[src/rtl/imem_boot_arbiter.sv]
// Single-port instruction memory arbiter: boot-load from a streaming loader,
// then serve core fetches with single-cycle debug read-back steals.
module imem_boot_arbiter #(
    parameter int unsigned ADDR_WIDTH = 10,
    parameter int unsigned DATA_WIDTH = 32
) (
    input  logic                  clk,
    input  logic                  rst,
    input  logic                  ld_valid_i,
    input  logic [DATA_WIDTH-1:0] ld_data_i,
    input  logic                  ld_last_i,
    output logic                  ld_ready_o,
    input  logic                  reload_i,
    input  logic [ADDR_WIDTH-1:0] fetch_addr_i,
    output logic [DATA_WIDTH-1:0] fetch_instr_o,
    output logic                  core_stall_o,
    output logic                  fetch_fault_o,
    input  logic                  dbg_req_i,
    input  logic [ADDR_WIDTH-1:0] dbg_addr_i,
    output logic                  dbg_ack_o,
    output logic [DATA_WIDTH-1:0] dbg_rdata_o,
    output logic [ADDR_WIDTH-3:0] mem_addr_o,
    output logic                  mem_we_o,
    output logic [DATA_WIDTH-1:0] mem_wdata_o,
    input  logic [DATA_WIDTH-1:0] mem_rdata_i,
    output logic                  load_done_o,
    output logic                  load_err_o,
    output logic [ADDR_WIDTH-2:0] word_count_o
);

    localparam int unsigned WA    = ADDR_WIDTH - 2;
    localparam int unsigned CW    = ADDR_WIDTH - 1;
    localparam int unsigned DEPTH = 1 << WA;

    typedef enum logic [1:0] {
        S_LOAD = 2'd0,
        S_RUN  = 2'd1,
        S_DBG  = 2'd2
    } state_t;

    state_t                state_q;
    state_t                state_d;
    logic [CW-1:0]         word_count_q;
    logic                  load_done_q;
    logic                  load_err_q;
    logic                  dbg_ack_q;
    logic [DATA_WIDTH-1:0] dbg_rdata_q;
    logic                  accept;
    logic                  at_top;
    logic                  unused_dbg_lsb;

    assign accept         = (state_q == S_LOAD) && ld_valid_i && !rst;
    assign at_top         = (word_count_q == CW'(DEPTH - 1));
    assign unused_dbg_lsb = ^dbg_addr_i[1:0];

    // State register and registered status/debug outputs
    always_ff @(posedge clk) begin
        if (rst) begin
            state_q      <= S_LOAD;
            word_count_q <= '0;
            load_done_q  <= 1'b0;
            load_err_q   <= 1'b0;
            dbg_ack_q    <= 1'b0;
            dbg_rdata_q  <= '0;
        end else begin
            state_q   <= state_d;
            dbg_ack_q <= (state_q == S_DBG);
            if (state_q == S_DBG) begin
                dbg_rdata_q <= mem_rdata_i;
            end
            if (accept) begin
                word_count_q <= word_count_q + CW'(1);
                if (ld_last_i) begin
                    load_done_q <= 1'b1;
                end else if (at_top) begin
                    load_done_q <= 1'b1;
                    load_err_q  <= 1'b1;
                end
            end
            if ((state_q == S_RUN) && reload_i) begin
                word_count_q <= '0;
                load_done_q  <= 1'b0;
                load_err_q   <= 1'b0;
            end
        end
    end

    // Next-state: reload beats debug; no debug accept in the ack cycle
    always_comb begin
        state_d = state_q;
        unique case (state_q)
            S_LOAD: if (accept && (ld_last_i || at_top)) state_d = S_RUN;
            S_RUN: begin
                if (reload_i) begin
                    state_d = S_LOAD;
                end else if (dbg_req_i && !dbg_ack_q) begin
                    state_d = S_DBG;
                end
            end
            S_DBG:   state_d = S_RUN;
            default: state_d = S_LOAD;
        endcase
    end

    // Memory port mux and handshake outputs, forced safe while in reset
    always_comb begin
        ld_ready_o    = 1'b0;
        core_stall_o  = 1'b1;
        fetch_fault_o = 1'b0;
        mem_we_o      = 1'b0;
        mem_addr_o    = word_count_q[WA-1:0];
        mem_wdata_o   = ld_data_i;
        unique case (state_q)
            S_LOAD: begin
                ld_ready_o = 1'b1;
                mem_we_o   = ld_valid_i;
            end
            S_RUN: begin
                mem_addr_o    = fetch_addr_i[ADDR_WIDTH-1:2];
                core_stall_o  = 1'b0;
                fetch_fault_o = |fetch_addr_i[1:0];
            end
            S_DBG: begin
                mem_addr_o = dbg_addr_i[ADDR_WIDTH-1:2];
            end
            default: ;
        endcase
        if (rst) begin
            ld_ready_o    = 1'b0;
            mem_we_o      = 1'b0;
            core_stall_o  = 1'b1;
            fetch_fault_o = 1'b0;
        end
    end

    assign fetch_instr_o = mem_rdata_i;
    assign dbg_ack_o     = dbg_ack_q && !rst;
    assign dbg_rdata_o   = dbg_rdata_q;
    assign load_done_o   = load_done_q;
    assign load_err_o    = load_err_q;
    assign word_count_o  = word_count_q;

endmodule

[config.mk]
export PLATFORM = sky130hd
export DESIGN_NAME = imem_boot_arbiter
export DESIGN_NICKNAME = d
export VERILOG_FILES = /design/src/rtl/imem_boot_arbiter.sv
export SDC_FILE = /design/constraint.sdc
export NUM_CORES = 1
export LEC_CHECK = 0
export CAP_MARGIN = 20
export CORE_UTILIZATION = 35
export CTS_CLUSTER_SIZE = 24
export DETAILED_ROUTE_END_ITERATION = 8
export PLACE_DENSITY = 0.92
export SYNTH_ARGS = -nofsm -noshare
export SYNTH_HDL_FRONTEND = slang
export SYNTH_SLANG_ARGS = --single-unit
[constraint.sdc]
create_clock -name clk -period 2.6 [get_ports clk]
set_input_delay 0.39 -clock clk [delete_from_list [all_inputs] [get_ports clk]]
set_output_delay 0.39 -clock clk [all_outputs]
set_load 0.05 [all_outputs]
==> results_dict.tcl <==
set metrics [dict create \
    slew_headroom_pct 65.4 \
    die_width_um 85.8 \
    io_pins 210 \
    postSynthAreaPerCell_um2 8.87 \
    max_freq_mhz 444 \
    cellLeakagePower_nw 1.37 \
    gr-max-usage-layer "met2" \
    start_kind "register" \
    yosysWarnings 0 \
    maxCapViolCount 0 \
    synth_compound_area_share_pct 7.59 \
    first_pass_iters 4 \
    dpl.hpwl_mm 4.96 \
    place_inst 443 \
    final_common_cell "clkdlybuf4s50_1" \
    globalplace.congestion 0.837 \
    grt_max_degree 28 \
    wl_per_cell_um 13.7 \
    synth-seq-area-share_pct 37.5 \
    design.core.area_um2 6790 \
    grt_pass1_vias 2000 \
    routed_wl_mm 6.14 \
    synth_cell_types 30 \
    yosys_register_bits 46 \
    std_cell_rows 30 \
    gr-total-overflow 0 \
    period_needed_ns 2.25 \
    synthMuxAreaShare_pct 13.0 \
    crit_chain "inv_1 -> ha_1 -> nor2_1 -> a21oi_1 -> buf_12" \
    grt_first_pass_wirelength_mm 9.69 \
    cts_setup_buffers 0 \
    synth_xor_area_share_pct 2.14 \
    clk_pin_slew_ns 0.08 \
    antenna_cells 0 \
    cts_buffers 5 \
    layout_common_cells "130 x clkdlybuf4s50_1, 57 x nor2_1, 46 x dfxtp_1, 32 x mux2i_1, 12 x buf_12" \
    ant_nets 0 \
    drive_above_1_share_pct 7.63 \
    crit_buf_inv 2 \
    vias 2065 \
    grtUsageMet3_pct 5.00 \
    hold_buffers 0 \
    syn_inst 277 \
    cts_sinks 46 \
    rsz0062_at_grt "no" \
    cp_slowest_cell "ha_1" \
    tritoncts "done" \
    die_y_um 85.8 \
    seqCellArea_um2 921 \
    hp-class "register to register" \
    max_stage_delay_ns 0.58 \
    initialDrtViolationCount 44 \
    vias_per_cell 4.59 \
    power_density_nw_per_um2 1060 \
    grt_use_met1_pct 17.1 \
    slew_viol_final 0 \
    cts_max_level 2 \
    nets 450 \
    crit_arrival_ns 1.86 \
    synthAdderAreaFrac_pct 3.05 \
    clk_latency_ns 0.29 \
    stdcell_count 450 \
    syn_nets 373 \
    io_buffers 143 \
    fin_setup_tns_ns 0 \
    crit_type "register to output pin" \
    dp_slack_ns 0.494 \
    cts.root.buffer_cell "clkbuf_8" \
    period_share_pct 86.7 \
    fill_cells 611 \
    drc 0 \
    crit_fanout 16 \
    outcome "finished clean" \
    use_met2_pct 31.9 \
    hold_viol_final 0 \
    fin_ws_ns 0.346 \
    layout-area-overhead-vs-synth_pct 50.2 \
    peakVddDrop_uv 555 \
    cp-end-kind "output pin" \
    cpLargestDelayFamily "adder cells" \
    worstPathRequired_ns 2.21 \
    cts-resized-gates 0 \
    multi_input_comb_area_um2 972 \
    synth-simple-area-share_pct 13.6 \
    worstMarginPinSlew_ns 0.517 \
    syn_area_um2 2460 \
    dieArea_um2 7360 \
    antenna_found_initial 0 \
    setup_viol 0 \
    synth_top_family_by_area "buffers and inverters" \
    ctsLongestPathBuffers 2 \
    skew_ns 0.00481 \
    track_usage_pct 16.5 \
    start_util_pct 36.2 \
]
==> cell usage after synthesis (all sizes together) <==
master / number / area, um^2
ha: 6 / 75.1
xnor2: 3 / 26.3
buf: 76 / 541
nand3: 2 / 10.0
o21ai: 2 / 13.8
a221oi: 1 / 8.76
or3: 1 / 6.26
nor2: 57 / 214
nand2: 5 / 18.8
a21o: 2 / 15.0
dfxtp: 46 / 921
xor2: 3 / 26.3
a211oi: 1 / 7.51
nor2b: 2 / 12.5
a31oi: 1 / 6.26
nor3: 2 / 10.0
a22oi: 8 / 60.1
a211o: 1 / 8.76
nand2b: 3 / 18.8
nand4: 3 / 18.8
nand3b: 1 / 20.0
mux2i: 32 / 320
inv: 6 / 22.5
o41ai: 1 / 16.3
and3: 1 / 6.26
clkbuf: 1 / 3.75
a21oi: 10 / 50.1
==> final timing paths <==
path	startpoint	to	slack, ns	cells past startpoint
max	state_q[0]$_SDFFE_PP0P_	mem_addr_o[0]	0.35	5
min reg2reg	load_err_o$_SDFFE_PP0P_	load_err_o$_SDFFE_PP0P_	0.49	2
max reg2reg	word_count_o[0]$_SDFFE_PP0P_	state_q[0]$_SDFFE_PP0P_	0.80	8
min	load_err_o$_SDFFE_PP0P_	load_err_o$_SDFFE_PP0P_	0.49	2
==> state kept, by name, indices dropped and copies added (netlist names) <==
name / cells
dbg_ack_q: 1
dbg_rdata_o: 32
load_done_o: 1
load_err_o: 1
state_q: 2
word_count_o: 9
==> metal layers <==
layer	share of wire (%)	wire length, um
met1	36	2190
met2	56	3420
met4	1.1	66
met3	7.5	461
met5	0	0
==> power by group <==
| group | switching [mW] | total, mW | leakage, nW | internal [mW] |
|---|---|---|---|---|
| Clock | 0.213 | 0.398 | 0.0383 | 0.185 |
| Combinational | 1.55 | 2.59 | 0.958 | 1.04 |
| Sequential | 0.0752 | 0.912 | 0.374 | 0.837 |
==> cells by family after synthesis <==
group | after synthesis
AO/OA/AOI/OAI | 27
XOR/XNOR | 6
adder cells (fa/ha/maj) | 6
buffers and inverters | 83
flip-flops | 46
multiplexers | 32
AND/OR/NAND/NOR | 77
==> area by class of cell <==
class	count	share of cell area (%)
flip-flops and latches	46	24.9
repair buffers	147	42.8
clock buffers	7	2.07
multi-input cells	148	26.3
inverters	6	0.610
well taps	96	3.25
==> worst min-delay path: stages (launching register included) <==
cell and delay, ns:
dfxtp_1 0.34, a31oi_1 0.05, nor2_1 0.07
==> stage by stage <==
| step | hold WS (ns) | util [%] | instance area [um^2] | power [mW] |
|---|---|---|---|---|
| floorplan | 0.491 | - | 2460 | 2.67 |
| global placement | 0.457 | 53.2 | 3610 | 3.49 |
| finish | 0.488 | 54.3 | 3690 | 3.91 |
| global route | 0.513 | 54.3 | 3690 | 4.10 |
| detailed placement | 0.460 | 53.2 | 3610 | 3.54 |
| CTS | 0.487 | 54.3 | 3690 | 3.95 |
Note: power is estimated with default switching activity, not from simulation.
